### config.mk
export PLATFORM = sky130hd
export DESIGN_NAME = page_sequencer
export DESIGN_NICKNAME = d
export VERILOG_FILES = /design/src/rtl/page_sequencer_pkg.sv /design/src/rtl/page_sequencer_frame_timer.sv /design/src/rtl/page_sequencer.sv
export SDC_FILE = /design/constraint.sdc
export NUM_CORES = 1
export LEC_CHECK = 0
export ABC_AREA = 1
export BUFFER_PORTS_ARGS = -buffer_cell sky130_fd_sc_hd__buf_2
export CAP_MARGIN = 40
export CORE_MARGIN = 10
export CORE_UTILIZATION = 45
export DETAILED_ROUTE_END_ITERATION = 10
export GPL_TIMING_DRIVEN = 0
export PLACE_DENSITY_LB_ADDON = 0.12
export REMOVE_ABC_BUFFERS = 1
export SYNTH_ARGS = -nofsm -noshare
export SYNTH_HDL_FRONTEND = slang
export SYNTH_HIERARCHICAL = 1
export SYNTH_SLANG_ARGS = --single-unit
### constraint.sdc
create_clock -name vga_clk -period 3.5 [get_ports vga_clk]
set_input_delay 0.7 -clock vga_clk [delete_from_list [all_inputs] [get_ports vga_clk]]
set_output_delay 0.7 -clock vga_clk [all_outputs]
set_load 0.1 [all_outputs]
### src/rtl/page_sequencer_pkg.sv
`default_nettype none
// ============================================================================
// Module      : page_sequencer_pkg
// Description : Shared page codes, game-result codes, VGA geometry, colours
//               and the page state type for the screen controller.
// Contents    : page_e     - page/state encoding (also drives page_sel)
//               page_pixel - selects the RGB565 pixel of the shown page
// Revision    : 1.0 - initial release
// ============================================================================
package page_sequencer_pkg;

   localparam logic [1:0]  PAGE_TITLE = 2'b00;
   localparam logic [1:0]  PAGE_PLAY  = 2'b01;
   localparam logic [1:0]  PAGE_END   = 2'b10;

   localparam logic        GAME_WON   = 1'b0;
   localparam logic        GAME_LSE   = 1'b1;

   localparam int          VGA_WIDTH  = 640;
   localparam int          VGA_HEIGHT = 480;

   localparam logic [15:0] BLACK      = 16'h0000;

   // The state encoding is the page code, so page_sel is the state register.
   typedef enum logic [1:0] {
      ST_TITLE = PAGE_TITLE,
      ST_PLAY  = PAGE_PLAY,
      ST_END   = PAGE_END
   } page_e;

   function automatic logic [15:0] page_pixel(
      input page_e       sel,
      input logic [15:0] pix_title,
      input logic [15:0] pix_play,
      input logic [15:0] pix_end
   );
      logic [15:0] pix;
      pix = BLACK;
      case (sel)
         ST_TITLE: pix = pix_title;
         ST_PLAY:  pix = pix_play;
         ST_END:   pix = pix_end;
         default:  pix = BLACK;
      endcase
      return pix;
   endfunction

endpackage
`default_nettype wire

### src/rtl/page_sequencer_frame_timer.sv
`default_nettype none
// ============================================================================
// Module      : page_sequencer_frame_timer
// Description : Frame-boundary detector, game-seconds counter and end-page
//               hold counter for the page sequencer.
// Ports       : clk_i, rst_i      - pixel clock, async active-high reset
//               pix_x_i, pix_y_i  - raster position
//               time_clr_i        - clear prescaler and game time
//               time_run_i        - count seconds (PLAY)
//               hold_run_i        - count hold frames (END); clears when low
//               frame_start_o     - registered pulse on entry to (0,0)
//               game_time_o       - saturating elapsed seconds
//               hold_done_o       - hold counter has reached END_HOLD_FRAMES
// Revision    : 1.0 - initial release
// ============================================================================
module page_sequencer_frame_timer #(
   parameter int FRAMES_PER_SEC  = 60,
   parameter int END_HOLD_FRAMES = 180,
   parameter int TIME_W          = 10
) (
   input  logic              clk_i,
   input  logic              rst_i,
   input  logic [9:0]        pix_x_i,
   input  logic [9:0]        pix_y_i,
   input  logic              time_clr_i,
   input  logic              time_run_i,
   input  logic              hold_run_i,
   output logic              frame_start_o,
   output logic [TIME_W-1:0] game_time_o,
   output logic              hold_done_o
);

   localparam int PRE_W  = (FRAMES_PER_SEC > 1) ? $clog2(FRAMES_PER_SEC) : 1;
   localparam int HOLD_W = (END_HOLD_FRAMES > 0) ? $clog2(END_HOLD_FRAMES + 1) : 1;
   localparam logic [PRE_W-1:0]  PRE_LAST = PRE_W'(FRAMES_PER_SEC - 1);
   localparam logic [HOLD_W-1:0] HOLD_MAX = HOLD_W'(END_HOLD_FRAMES);
   localparam logic [TIME_W-1:0] TIME_MAX = '1;

   logic              w_origin;
   logic              origin_q;
   logic              frame_start_q;
   logic [PRE_W-1:0]  pre_q,  pre_d;
   logic [TIME_W-1:0] time_q, time_d;
   logic [HOLD_W-1:0] hold_q, hold_d;

   assign w_origin = (pix_x_i == 10'd0) && (pix_y_i == 10'd0);

   always_comb begin
      pre_d  = pre_q;
      time_d = time_q;
      hold_d = hold_q;

      if (time_clr_i) begin
         pre_d  = '0;
         time_d = '0;
      end else if (time_run_i && frame_start_q) begin
         if (pre_q == PRE_LAST) begin
            pre_d = '0;
            if (time_q != TIME_MAX) begin
               time_d = time_q + TIME_W'(1);
            end
         end else begin
            pre_d = pre_q + PRE_W'(1);
         end
      end

      // Hold count only lives while the end page is shown.
      if (!hold_run_i) begin
         hold_d = '0;
      end else if (frame_start_q && (hold_q != HOLD_MAX)) begin
         hold_d = hold_q + HOLD_W'(1);
      end
   end

   always_ff @(posedge clk_i or posedge rst_i) begin
      if (rst_i) begin
         origin_q      <= 1'b0;
         frame_start_q <= 1'b0;
         pre_q         <= '0;
         time_q        <= '0;
         hold_q        <= '0;
      end else begin
         // Edge detect so a raster parked at (0,0) yields one pulse only.
         origin_q      <= w_origin;
         frame_start_q <= w_origin && !origin_q;
         pre_q         <= pre_d;
         time_q        <= time_d;
         hold_q        <= hold_d;
      end
   end

   assign frame_start_o = frame_start_q;
   assign game_time_o   = time_q;
   assign hold_done_o   = (hold_q == HOLD_MAX);

endmodule
`default_nettype wire

### src/rtl/page_sequencer.sv
`default_nettype none
// ============================================================================
// Module      : page_sequencer
// Description : Screen controller for the VGA game. Sequences TITLE, PLAY and
//               END pages on frame boundaries, muxes the shown page's pixel,
//               latches the game result and reports game time.
// Ports       : vga_clk, sys_rst          - pixel clock, async active-high reset
//               pix_x, pix_y              - raster position
//               start_btn                 - start/continue pulse
//               game_won, game_lost       - game-end pulses
//               score_in                  - live score
//               pix_data_title/play/end   - per-page RGB565 pixels
//               pix_data                  - registered selected pixel
//               page_sel, play_en         - current page, game enable
//               game_state, final_score   - latched result
//               game_time                 - elapsed play seconds
//               frame_start               - frame boundary pulse
// Revision    : 1.0 - initial release
// ============================================================================
module page_sequencer
   import page_sequencer_pkg::*;
#(
   parameter int H_VALID         = VGA_WIDTH,
   parameter int V_VALID         = VGA_HEIGHT,
   parameter int FRAMES_PER_SEC  = 60,
   parameter int END_HOLD_FRAMES = 180,
   parameter int SCORE_W         = 14,
   parameter int TIME_W          = 10
) (
   input  logic               vga_clk,
   input  logic               sys_rst,
   input  logic [9:0]         pix_x,
   input  logic [9:0]         pix_y,
   input  logic               start_btn,
   input  logic               game_won,
   input  logic               game_lost,
   input  logic [SCORE_W-1:0] score_in,
   input  logic [15:0]        pix_data_title,
   input  logic [15:0]        pix_data_play,
   input  logic [15:0]        pix_data_end,
   output logic [15:0]        pix_data,
   output logic [1:0]         page_sel,
   output logic               play_en,
   output logic               game_state,
   output logic [SCORE_W-1:0] final_score,
   output logic [TIME_W-1:0]  game_time,
   output logic               frame_start
);

   localparam logic [9:0] H_LIM = 10'(H_VALID);
   localparam logic [9:0] V_LIM = 10'(V_VALID);

   page_e              state_q;
   logic               pend_play_q;
   logic               pend_end_q;
   logic               pend_title_q;
   logic               play_en_q;
   logic               game_state_q;
   logic [SCORE_W-1:0] final_score_q;
   logic [15:0]        pix_data_q;

   logic               w_frame_start;
   logic               w_hold_done;
   logic               w_time_clr;

   // Pending flags are registered, so a request arriving on a frame_start
   // cycle can only be acted on at the following frame_start.
   assign w_time_clr = (state_q == ST_TITLE) && w_frame_start && pend_play_q;

   page_sequencer_frame_timer #(
      .FRAMES_PER_SEC  (FRAMES_PER_SEC),
      .END_HOLD_FRAMES (END_HOLD_FRAMES),
      .TIME_W          (TIME_W)
   ) u_frame_timer (
      .clk_i         (vga_clk),
      .rst_i         (sys_rst),
      .pix_x_i       (pix_x),
      .pix_y_i       (pix_y),
      .time_clr_i    (w_time_clr),
      .time_run_i    (state_q == ST_PLAY),
      .hold_run_i    (state_q == ST_END),
      .frame_start_o (w_frame_start),
      .game_time_o   (game_time),
      .hold_done_o   (w_hold_done)
   );

   always_ff @(posedge vga_clk or posedge sys_rst) begin
      if (sys_rst) begin
         state_q       <= ST_TITLE;
         pend_play_q   <= 1'b0;
         pend_end_q    <= 1'b0;
         pend_title_q  <= 1'b0;
         play_en_q     <= 1'b0;
         game_state_q  <= GAME_WON;
         final_score_q <= '0;
      end else begin
         case (state_q)
            ST_TITLE: begin
               if (w_frame_start && pend_play_q) begin
                  state_q       <= ST_PLAY;
                  pend_play_q   <= 1'b0;
                  play_en_q     <= 1'b1;
                  game_state_q  <= GAME_WON;
                  final_score_q <= '0;
               end else if (start_btn) begin
                  pend_play_q <= 1'b1;
               end
            end
            ST_PLAY: begin
               if (w_frame_start && pend_end_q) begin
                  state_q    <= ST_END;
                  pend_end_q <= 1'b0;
                  play_en_q  <= 1'b0;
               end else if (!pend_end_q && (game_won || game_lost)) begin
                  // First result wins; pend_end blocks later pulses.
                  final_score_q <= score_in;
                  game_state_q  <= game_won ? GAME_WON : GAME_LSE;
                  pend_end_q    <= 1'b1;
                  play_en_q     <= 1'b0;
               end
            end
            ST_END: begin
               if (w_frame_start && pend_title_q) begin
                  state_q      <= ST_TITLE;
                  pend_title_q <= 1'b0;
               end else if (start_btn && w_hold_done) begin
                  pend_title_q <= 1'b1;
               end
            end
            default: begin
               state_q <= ST_TITLE;
            end
         endcase
      end
   end

   // Registered mux; source follows the page registered before this cycle.
   always_ff @(posedge vga_clk or posedge sys_rst) begin
      if (sys_rst) begin
         pix_data_q <= BLACK;
      end else if ((pix_x >= H_LIM) || (pix_y >= V_LIM)) begin
         pix_data_q <= BLACK;
      end else begin
         pix_data_q <= page_pixel(state_q, pix_data_title, pix_data_play, pix_data_end);
      end
   end

   assign pix_data    = pix_data_q;
   assign page_sel    = state_q;
   assign play_en     = play_en_q;
   assign game_state  = game_state_q;
   assign final_score = final_score_q;
   assign frame_start = w_frame_start;

endmodule
`default_nettype wire

==> impl_results.md <==
- Wire per inst: 13.9 um
- Total number of yosys warnings: 6
- Clk Latency, worst-skew pair: 330 ps
- CTS Sinks: 63
- Maximum fanout along the worst path: 18
- GRT Util Overall: 16.5%
- Met3 wire len: 889 um
- Chip height: 109 um
- Cts hold-fix bufs: 0
- H-tree lvl count: 3
- Vias per Instance: 4.81
- Post-synth top area share: 43.9%
- Leak Pwr: 2.55 nW
- Filler cells: 745
- Dpl cells: 684
- Mapped Area: 3590 um^2
- Max rail drop VDD: 177 uV
- First-pass GRT wire length: 15800 um
- Commonest cells after routing, fill and taps aside: nand2_1 (177), buf_2 (131), dfrtp_1 (63)
- Sequential cell area: 1580 um^2
- Initial antenna violation count: 0
- N_diodes: 0
- Max-cap viol count: 0
- Core Region: 7730 um^2
- Hold Crit Class: in2async
- Synthesized instance count: 462
- WL met2: 4720 um
- Via count: 3367
- DRT Pass-1 Iters: 4
- CP startpoint kind: flop
- Seq/Total Area, Yosys: 43.9%
- Port Buf Inserts: 131
- Tcrit/Tclk final: 71.0%
- Unrepaired setup endpoints after global routing: false
- Crit path DAT: 2760 ps
- Worst clock skew: 9.60 ps
- Die Footprint: 11900 um^2
- Area after DPL: 4290 um^2
- Initial core utilization: 46.4%
- Yosys top cell by area: dfrtp_1
- Die X: 109 um
- Routed WL: 9730 um
- Synth top area cells: dfrtp_1 (44%), nand2_1 (19%), nand3_1 (6.1%), inv_1 (4.2%), nor2_1 (3.2%)
- Most common cell after layout, fill and taps aside: nand2_1
- CTS root buf: clkbuf_8
- TritonCTS clock tree: built
- Final cell count without fillers: 700
- Design Power: 1.69 mW
- Multi-input logic area: 1710 um^2
- Status: finished, final reports clean
- Number of setup buffers added after CTS: 0
- Data required time of the worst path: 3770 ps
- I/O pin cnt: 132
- Max_slew headroom: 47.3%
- CTS max path bufs: 2
- Finished Cell Area: 4540 um^2
- Slew @ Worst Pin: 789 ps
- Number of global-route vias before repair: 3407
- Crit. End Element: flop
- Grt total ovfl: 0
- Clock slew at reported path FFs: 70 ps
- Mapped Avg Cell Area: 7.77 um^2
- Setup TNS: 0 ps
- Largest net degree at the start of global routing: 38
- Synth Register Bits: 63
- DP HPWL: 7610 um
- Layout area overhead: 26.4%
- Cts repair resizes: 0
- DR top layer: met4
- PD cells: 372 nW/um^2
- Setup CP Type: reg2reg
- Final Setup Violations: 0
- Metal1 wirelength: 3940 um
- Residual DRC: 0
- Iteration-0 DRC count of the detailed router: 142
- Max Slew Vio Count: 0
- Synth cell types: 38
- Layout cells sized above 1: 33.1%
- Period minus WS final: 2480 ps
- Post-route ant nets: 0
- Fmax: 0.403 GHz
- RD Place Congestion: 0.831
- Layout Nets: 684
- Endpoints failing hold: 0
- TritonCTS Buffers: 9
- Row Count: 32
flip-flops by register name, summed over array words and instances, names as in the netlist, 2 cells and up:
| name | count |
|---|---|
| page_sel | 2 |
| u_frame_timer/hold_q | 8 |
| u_frame_timer/game_time_o | 10 |
| final_score | 14 |
| pix_data | 16 |
| u_frame_timer/pre_q | 6 |
cell families after synthesis:
group                      count (synthesis)  synth area share [%]
AOI/OAI and AO/OA                         34                  6.90
xor gates and xnor gates                   7                  1.71
adders and majority gates                  4                  1.39
buffers and inverters                     61                  8.33
DFF                                       63                  43.9
and+or+nand+nor                          293                  37.7
worst paths after layout:
check                                                to  slack (ps)  depth (start not counted)              startpoint
max                        u_frame_timer/game_time_o[8]        1020                          9             page_sel[0]
min                             u_frame_timer/hold_q[3]         400                          2                 sys_rst
max reg2reg                u_frame_timer/game_time_o[8]        1020                          9             page_sel[0]
min reg2reg                 u_frame_timer/frame_start_o         400                          1  u_frame_timer/origin_q
max in group asynchronous                final_score[8]        2500                          2                 sys_rst
min in group vga_clk        u_frame_timer/frame_start_o         400                          1  u_frame_timer/origin_q
power breakdown:
part / internal [mW] / leakage (nW) / switching (mW)
sequential: 0.737 / 0.855 / 0.00237
combinational: 0.0545 / 1.58 / 0.121
clock: 0.493 / 0.116 / 0.281
worst max-delay path: stages, from the launching register on:
cell     delay (ps)
dfrtp_1         530
nor2_4          450
nand3_4         320
inv_1           410
inv_2           160
o21ai_4         100
nand2_2          90
nor2_2          220
nand2_1          90
nand2_1          60
through the flow:
| stage | hold WS [ps] | utilization [%] | setup slack [ps] |
|---|---|---|---|
| global route | 415 | 58.7 | 788 |
| global placement | 383 | 55.1 | 1050 |
| CTS | 395 | 58.7 | 1010 |
| finish | 397 | 58.7 | 1020 |
| floorplan | 378 | - | 998 |
| detailed placement | 398 | 55.5 | 1020 |
metal layers:
| metal | vias up | track usage (%) |
|---|---|---|
| met5 | - | 0 |
| met4 | 0 | 7.16 |
| met3 | 14 | 6.73 |
| met2 | 113 | 27.2 |
| met1 | 1523 | 18.5 |
| li1 | 1717 | - |
area by class of cell:
type                            count  share of cell area [%]
Clock buffer                       11                    3.12
Clock inverter                      5                    2.32
Inverter                           49                    4.17
Tap cell                          102                    2.81
Timing Repair Buffer              132                    15.1
Sequential cell                    63                    34.8
Multi-Input combinational cell    338                    37.8
synth_stat cells (all sizes together):
| cell | number |
|---|---|
| nand2 | 184 |
| dfrtp | 63 |
| inv | 49 |
| nand3 | 49 |
| nor2 | 44 |
| a21oi | 20 |
| buf | 12 |
| o21ai | 9 |
| nand4 | 6 |
| xor2 | 6 |
| ha | 4 |
| nand3b | 3 |
| nor3 | 3 |
| nor4 | 2 |
| o21bai | 2 |
| a21boi | 1 |
| a31oi | 1 |
| nor3b | 1 |
| o22ai | 1 |
| or2 | 1 |
| xnor2 | 1 |
(Power assumes the default switching activity.)
